`src/rtl/program_memory_pipe.sv`:
```
// Pipelined program memory: zero-fill after reset, fixed two-cycle fetch latency, in-system load port.
// Optional stored even-parity bit with a parity_err output when PROGMEM_PARITY_EN is defined.
module program_memory_pipe #(
    parameter int unsigned DATA_W = 16,
    parameter int unsigned ADDR_W = 8,
    parameter int unsigned DEPTH  = 256
) (
    input  logic              clk,
    input  logic              rst,
    input  logic              fetch_req,
    input  logic [ADDR_W-1:0] fetch_addr,
    output logic              fetch_ready,
    output logic [DATA_W-1:0] data_out,
    output logic              data_valid,
    output logic              addr_err,
    input  logic              load_start,
    input  logic              load_we,
    input  logic [ADDR_W-1:0] load_addr,
    input  logic [DATA_W-1:0] load_data,
    input  logic              load_done,
`ifdef PROGMEM_PARITY_EN
    output logic              parity_err,
`endif
    output logic              busy
);

    localparam int unsigned IDX_W = (DEPTH > 1) ? $clog2(DEPTH) : 1;
`ifdef PROGMEM_PARITY_EN
    localparam int unsigned STORE_W = DATA_W + 1;
`else
    localparam int unsigned STORE_W = DATA_W;
`endif

    if (DEPTH < 1 || DEPTH > (2 ** ADDR_W)) begin : g_bad_depth
        $error("program_memory_pipe: DEPTH must satisfy 1 <= DEPTH <= 2**ADDR_W");
    end

    typedef enum logic [1:0] {
        CLEAR = 2'd0,
        RUN   = 2'd1,
        DRAIN = 2'd2,
        LOAD  = 2'd3
    } state_t;

    state_t              state_q;
    state_t              state_d;
    logic [IDX_W-1:0]    clr_cnt;

    logic [STORE_W-1:0]  mem [DEPTH];

    logic                s1_valid;
    logic [ADDR_W-1:0]   s1_addr;
    logic                rd_valid;
    logic                rd_err;
    logic [STORE_W-1:0]  rd_word;

    logic                accept_c;
    logic                clr_we_c;
    logic                ld_we_c;
    logic                mem_we_c;
    logic [IDX_W-1:0]    mem_waddr_c;
    logic [STORE_W-1:0]  mem_wdata_c;
    logic                s1_in_range_c;
    logic                ld_in_range_c;

    assign s1_in_range_c = (32'(s1_addr) < DEPTH);
    assign ld_in_range_c = (32'(load_addr) < DEPTH);

    // Next-state and per-cycle strobes
    always_comb begin
        state_d  = state_q;
        accept_c = 1'b0;
        clr_we_c = 1'b0;
        ld_we_c  = 1'b0;
        case (state_q)
            CLEAR: begin
                clr_we_c = 1'b1;
                if (clr_cnt == IDX_W'(DEPTH - 1)) begin
                    state_d = RUN;
                end
            end
            RUN: begin
                accept_c = fetch_req && fetch_ready;
                if (load_start) begin
                    state_d = DRAIN;
                end
            end
            DRAIN: begin
                if (!s1_valid && !rd_valid) begin
                    state_d = LOAD;
                end
            end
            LOAD: begin
                ld_we_c = load_we && ld_in_range_c;
                if (load_done) begin
                    state_d = RUN;
                end
            end
            default: state_d = CLEAR;
        endcase
    end

    // Single write port shared by the zero-fill sweep and the loader
    always_comb begin
        mem_we_c    = clr_we_c || ld_we_c;
        mem_waddr_c = clr_we_c ? clr_cnt : IDX_W'(load_addr);
`ifdef PROGMEM_PARITY_EN
        mem_wdata_c = clr_we_c ? '0 : {^load_data, load_data};
`else
        mem_wdata_c = clr_we_c ? '0 : load_data;
`endif
    end

    always_ff @(posedge clk or negedge rst) begin
        if (!rst) begin
            state_q     <= CLEAR;
            clr_cnt     <= '0;
            fetch_ready <= 1'b0;
            busy        <= 1'b1;
        end else begin
            state_q     <= state_d;
            fetch_ready <= (state_d == RUN);
            busy        <= (state_d != RUN);
            if (clr_we_c) begin
                clr_cnt <= clr_cnt + IDX_W'(1);
            end
        end
    end

    // Storage array with registered read port; intentionally not reset
    always_ff @(posedge clk) begin
        if (mem_we_c) begin
            mem[mem_waddr_c] <= mem_wdata_c;
        end
        if (s1_valid && s1_in_range_c) begin
            rd_word <= mem[IDX_W'(s1_addr)];
        end
    end

    // Fetch pipeline: address stage, memory read stage, output stage
    always_ff @(posedge clk or negedge rst) begin
        if (!rst) begin
            s1_valid   <= 1'b0;
            s1_addr    <= '0;
            rd_valid   <= 1'b0;
            rd_err     <= 1'b0;
            data_valid <= 1'b0;
            addr_err   <= 1'b0;
            data_out   <= '0;
        end else begin
            s1_valid   <= accept_c;
            if (accept_c) begin
                s1_addr <= fetch_addr;
            end
            rd_valid   <= s1_valid;
            rd_err     <= s1_valid && !s1_in_range_c;
            data_valid <= rd_valid;
            addr_err   <= rd_valid && rd_err;
            if (rd_valid) begin
                data_out <= rd_err ? '0 : rd_word[DATA_W-1:0];
            end
        end
    end

`ifdef PROGMEM_PARITY_EN
    // Stored word includes its parity bit, so any odd bit count flags corruption
    always_ff @(posedge clk or negedge rst) begin
        if (!rst) begin
            parity_err <= 1'b0;
        end else begin
            parity_err <= rd_valid && !rd_err && (^rd_word);
        end
    end
`endif

endmodule

```
`config.mk`:
```
export PLATFORM = sky130hd
export DESIGN_NAME = program_memory_pipe
export DESIGN_NICKNAME = d
export VERILOG_FILES = /design/src/rtl/program_memory_pipe.sv
export SDC_FILE = /design/constraint.sdc
export NUM_CORES = 2
export LEC_CHECK = 0
export CELL_PAD_IN_SITES_DETAIL_PLACEMENT = 2
export CELL_PAD_IN_SITES_GLOBAL_PLACEMENT = 2
export CORE_ASPECT_RATIO = 1.75
export CORE_MARGIN = 10
export CORE_UTILIZATION = 31
export CTS_BUF_LIST = sky130_fd_sc_hd__clkbuf_8 sky130_fd_sc_hd__clkbuf_16
export CTS_CLUSTER_SIZE = 8
export DETAILED_ROUTE_END_ITERATION = 16
export PLACE_DENSITY_LB_ADDON = 0.1
export SLEW_MARGIN = 20
export SYNTH_ARGS = -nofsm -noshare
export SYNTH_HDL_FRONTEND = slang
export SYNTH_SLANG_ARGS = --single-unit
export TNS_END_PERCENT = 1
```
`constraint.sdc`:
```
create_clock -name clk -period 7.8 [get_ports clk]
set_input_delay 1.56 -clock clk [delete_from_list [all_inputs] [get_ports clk]]
set_output_delay 1.56 -clock clk [all_outputs]
set_load 0.1 [all_outputs]
```
Word level (Yosys, flattened, before mapping)
Memory sizes are Yosys's and may differ from the RTL's. A register that Yosys moved wholly into a read port is not among the register bits.
Cells that the tools add are included.
{"block": "op_classes", "addsub": 1, "n_eq_ne": 6, "mux": 12, "n_reduce_logical": 6}
{"op": "$mux W16", "count": 1}
{"op": "$add A8 B1 Y8 const B", "count": 1}
{"op": "$eq A8 B8 Y1 const B", "count": 1}
{"op": "$mux W2", "count": 4}
{"op": "$mux W8", "count": 1}
{"op": "$pmux W2 S4", "count": 1}
{"op": "$mux W1", "count": 5}
{"op": "$eq A2 B1 Y1 const B", "count": 2}
{"op": "$eq A2 B2 Y1 const B", "count": 2}
{"op": "$logic_and A1 B1 Y1", "count": 2}
{"op": "$logic_not A1 Y1", "count": 2}
{"op": "$logic_not A2 Y1", "count": 1}
{"op": "$ne A2 B1 Y1 const B", "count": 1}
{"op": "$logic_or A1 B1 Y1", "count": 1}
{"block": "word_totals", "register_bits": 39, "mem_bits_rw": 4096, "inputBits": 38, "output_inout_bits": 20, "wordCells": 35, "mem_count": 1}
{"name": "mem", "depth": 256, "word_bits": 16, "rd": 1, "rd_clocked_by_memory_dff": 1, "write_ports": 1, "line": "49", "rtl": "logic [STORE_W-1:0] mem [DEPTH];"}

Longest topological paths before layout
{"block": "logic_depth", "word_depth": 5, "ltp_mapped": 12, "mapped_depth_nobuf": 6}

Worst setup path before layout
OpenSTA, ideal clock, no wires.
{"block": "synth_timing", "path_kind": "input-to-reg", "from": "input load_data[0]", "to": "memory mem[0][0] in the netlist's numbering (data pin)", "setup_ns": 0.869, "arrival_time_ns": 4.804, "required_ns": 6.931, "slack_ns": 2.126, "cell_stages": 1, "n_path_buf": 0, "cell_sequence": "and2_1"}
{"block": "synth_between", "elab_chain_len": 1}
{"item": "start, declared", "line": "19", "rtl": "input logic [DATA_W-1:0] load_data,"}
{"item": "$mux W16", "line": "110", "rtl": "mem_wdata_c = clr_we_c ? '0 : load_data;"}
{"item": "end, declared", "line": "49"}
No other way between the ends.

==> results.py <==
metrics = {
    "outcome": {
        "status": "finished clean",
    },
    "global_routing": {
        "overflow": 0,
        "grt_max_degree": 160,
        "grt_pass1_wl_mm": 764.0,
        "grt_usage": 0.1986,
        "antenna_found_initial": 28,
        "first_global_vias": 88780,
    },
    "critical_path": {
        "cp.required_ns": 8.63,
        "cpPeakStageDelay_ns": 1.04,
        "arrival_ns": 6.06,
        "crit_fanout": 109,
        "r2r_cells": 8,
        "critPathLaunchType": "flop",
        "worstSetupEndpointType": "flop",
        "cpMostUsedCell": "buf_12",
        "r2r_start": "s1_addr[0]$_DFFE_PN0P_",
        "critPathKind": "flop to flop",
        "path_cells": "buf_12, buf_12, mux2i_1, o221ai_1, o22ai_1, a21oi_1, nand4_1, nor4_1",
        "critPathBufInv": 2,
        "crit_family": "compound AO/OA/AOI/OAI gates",
        "slowest_stage": "a21oi_1",
        "rrSetupSlack_ns": 2.57,
        "r2r-end": "rd_word[5]$_DFFE_PP_",
    },
    "job": {
        "maxCapViolCount": 0,
    },
    "logic_synthesis": {
        "syn_area_um2": 160700,
        "yosysTopAreaCell": "edfxtp_1",
        "synth_top_area_frac": 0.7685,
        "ys_seq_area_frac": 0.7745,
        "syn_avg_cell_area_um2": 21.40,
        "yosys_warnings": 0,
        "syn_nets": 7549,
        "synthMuxAreaShare": 0.1541,
        "synth_cell_types": 54,
        "synth_common_cells": "4,112 x edfxtp_1, 794 x mux4_2, 597 x mux2i_1",
        "synth_compound_area_frac": 0.03590,
        "yosysMostFrequentCell": "edfxtp_1",
        "synth_area_leaders": "edfxtp_1 77%, mux4_2 11%, mux2i_1 3.7%",
        "synth_top_family_by_area": "multiplexers",
        "synthXorXnorAreaFrac": 0.0003816,
        "yosys.area_share.simple": 0.01745,
        "ys_dominant_reg_cell": "edfxtp_1",
        "syn_inst": 7510,
        "ys_async_sr_fraction": 0.009395,
        "synth_fa_ha_area_frac": 0.00007787,
        "synth_edf_count": 4112,
        "ys_ff_latch": 4151,
    },
    "final_layout": {
        "fill_cells": 49070,
        "fin_nets": 8087,
        "drive_above_1_share": 0.2575,
        "synthToLayoutAreaGrowth_pct": 16.35,
        "fin_util": 0.3622,
    },
    "cts": {
        "cts_post_setup_buffers_inserted": 0,
        "clk_path_buf_depth": 4,
        "cts-root-buf": "clkbuf_16",
        "cts_max_level": 6,
        "postCtsHoldBufs": 0,
        "clk_pin_slew_ns": 0.05,
        "cts.sinks": 4151,
        "cts_resized": 0,
        "cts_made_buffers": 589,
        "insertion_delay_ns": 1.07,
        "tritoncts": "done",
    },
    "timing": {
        "tightestPinTransition_ns": 1.345,
        "period_needed_ns": 5.229,
        "finalClockSkew_ns": 0.05721,
        "finalMaxSlewViolations": 0,
        "setup_viol": 0,
        "fin_crit_sh": 0.6703,
        "hold_viol": 0,
        "slew_headroom": 0.07990,
        "grt_setup_unrepaired": "false",
        "fin_setup_tns_ns": 0,
        "layout_setup_ws_ns": 2.571,
        "max_freq_mhz": 191.3,
    },
    "pwr": {
        "combPwrFrac": 0.293,
        "pwr-share-seq": 0.377,
        "power.share.switching": 0.3382,
        "clockPowerShare": 0.330,
        "power_switching_mw": 23.68,
        "power.leakage_nw": 57.54,
        "vdd_drop_max_mv": 0.2698,
        "p_int_mw": 46.34,
        "power_density_nw_per_um2": 374.5,
    },
    "floorplan": {
        "coreArea_um2": 516100,
        "dieHeight_um": 972.4,
        "die_area_um2": 548700,
        "fp.dieW_um": 564.2,
        "initial_utilization": 0.3113,
        "std_cell_rows": 349,
        "ios": 58,
    },
    "hold_path": {
        "holdCritStartpoint": "s1_addr[5]$_DFFE_PN0P_",
        "hold_end": "s1_addr[5]$_DFFE_PN0P_",
        "hp-class": "flop to flop",
        "hold_depth": 2,
    },
    "route": {
        "wl_per_cell_um": 36.91,
        "vias": 79030,
        "wl_mm": 554.5,
        "drc": 0,
        "detail-route-antenna-nets": 0,
        "dr.pass1.iters": 5,
        "drt-initial-drc-count": 5812,
        "drt-vias-per-instance": 5.260,
    },
    "placement": {
        "gp_congestion": 0.8547,
        "preCtsSetupSlack_ns": 2.136,
        "dp_hpwl_mm": 349.1,
        "portBuffers": 56,
    },
}
## sequential cells by signal, summed over array words and instances (netlist names)
signal and flops:
mem 4096, data_out 16, rd_word 16, clr_cnt 8
s1_addr 8, state_q 2, busy 1, data_valid 1
fetch_ready 1, rd_valid 1, s1_valid 1
## metrics by stage
stage / cell area, µm² / power [mW] / std cells / hold WS, ns
2_1_floorplan: 160700 / 38.68 / 7510 / 0.3519
3_3_place_gp: 170800 / 47.64 / 14300 / 0.4677
3_5_place_dp: 170900 / 47.96 / 14300 / 0.4791
4_1_cts: 186800 / 71.31 / 15010 / 0.4927
5_1_grt: 186900 / 72.34 / 15010 / 0.5319
6_report: 186900 / 70.02 / 15030 / 0.4937
## worst max path at each step
stage / start / depth (start not counted) / slack (ns) / endpoint
after floorplan: load_data[0] / 1 / 2.13 / mem[0][0]$_DFFE_PP_
after global placement: load_we / 6 / 2.16 / mem[74][2]$_DFFE_PP_
after detailed placement: load_we / 6 / 2.14 / mem[74][2]$_DFFE_PP_
after CTS: s1_addr[0]$_DFFE_PN0P_ / 8 / 2.64 / rd_word[5]$_DFFE_PP_
after global routing: s1_addr[0]$_DFFE_PN0P_ / 8 / 2.57 / rd_word[5]$_DFFE_PP_
final: s1_addr[0]$_DFFE_PN0P_ / 8 / 2.57 / rd_word[5]$_DFFE_PP_
## kinds of logic after synthesis
group | after synthesis
xor gates and xnor gates | 7
muxes | 1471
AOI/OAI and AO/OA | 800
adders and majority gates | 1
other | 1
DFF | 4151
buffers and inverters | 463
and+or+nand+nor | 616
## worst min-delay path, stage by stage (launching register included)
cell and delay, ns:
dfrtp_1 0.35, nand2_1 0.05, nand2_1 0.06
## layout make-up
type	count	area (µm²)	share of cell area
Clock inverter	104	818.3	0.004377
Timing Repair Buffer	404	3736	0.01998
Tap cell	6844	8563	0.04581
Inverter	6	35.03	0.0001874
Sequential cell	4151	124500	0.6658
Clock buffer	603	15090	0.08072
Multi-Input combinational cell	2896	34190	0.1829
Antenna cell	18	45.04	0.0002409
## metal layers
layer,track usage,routed length [µm],vias up
met5,0,66,-
met4,0.08524,28200,8
met3,0.02176,17090,808
met2,0.3695,299400,1689
met1,0.2304,209800,43830
li1,-,-,32700
## layout by cell type (no fill, tap or decap), types with 7 or more instances in the layout
master and count:
buf_12 43, nand4_1 19, o221ai_1 263, mux2_2 80, nor2_2 122, buf_4 301, o22ai_1 166, o21ai_0 24
nand3_2 16, xnor2_1 7, dfrtp_1 33, nor4_1 20, o211ai_1 9, clkinv_8 18, and2_4 16, inv_6 16
a221oi_1 16, a22o_1 33, mux4_2 794, nor2_1 138, mux2i_1 597, inv_1 67, o31ai_1 16, a21oi_1 176
nand3b_1 16, a22oi_1 34, o32ai_1 18, clkdlybuf4s50_1 55, and3_1 11, nor2_4 24, diode_2 18, edfxtp_1 4112
nor3_2 19, nor3_1 74, nand2_1 96, nand3_1 7, clkbuf_16 603, a211oi_1 9, a2111oi_0 14
## power groups by stage
| stage | logic [mW] | registers [mW] | clock network, mW |
|---|---|---|---|
| 3_5_place_dp | 21.2 | 26.8 | 0 |
| 3_3_place_gp | 20.8 | 26.8 | 0 |
| 6_report | 20.5 | 26.4 | 23.1 |
| 2_1_floorplan | 11.5 | 27.2 | 0 |
| 5_1_grt | 21.4 | 26.4 | 24.5 |
| 4_1_cts | 21.2 | 26.4 | 23.7 |
No activity file was read; power rests on OpenSTA's default activity.
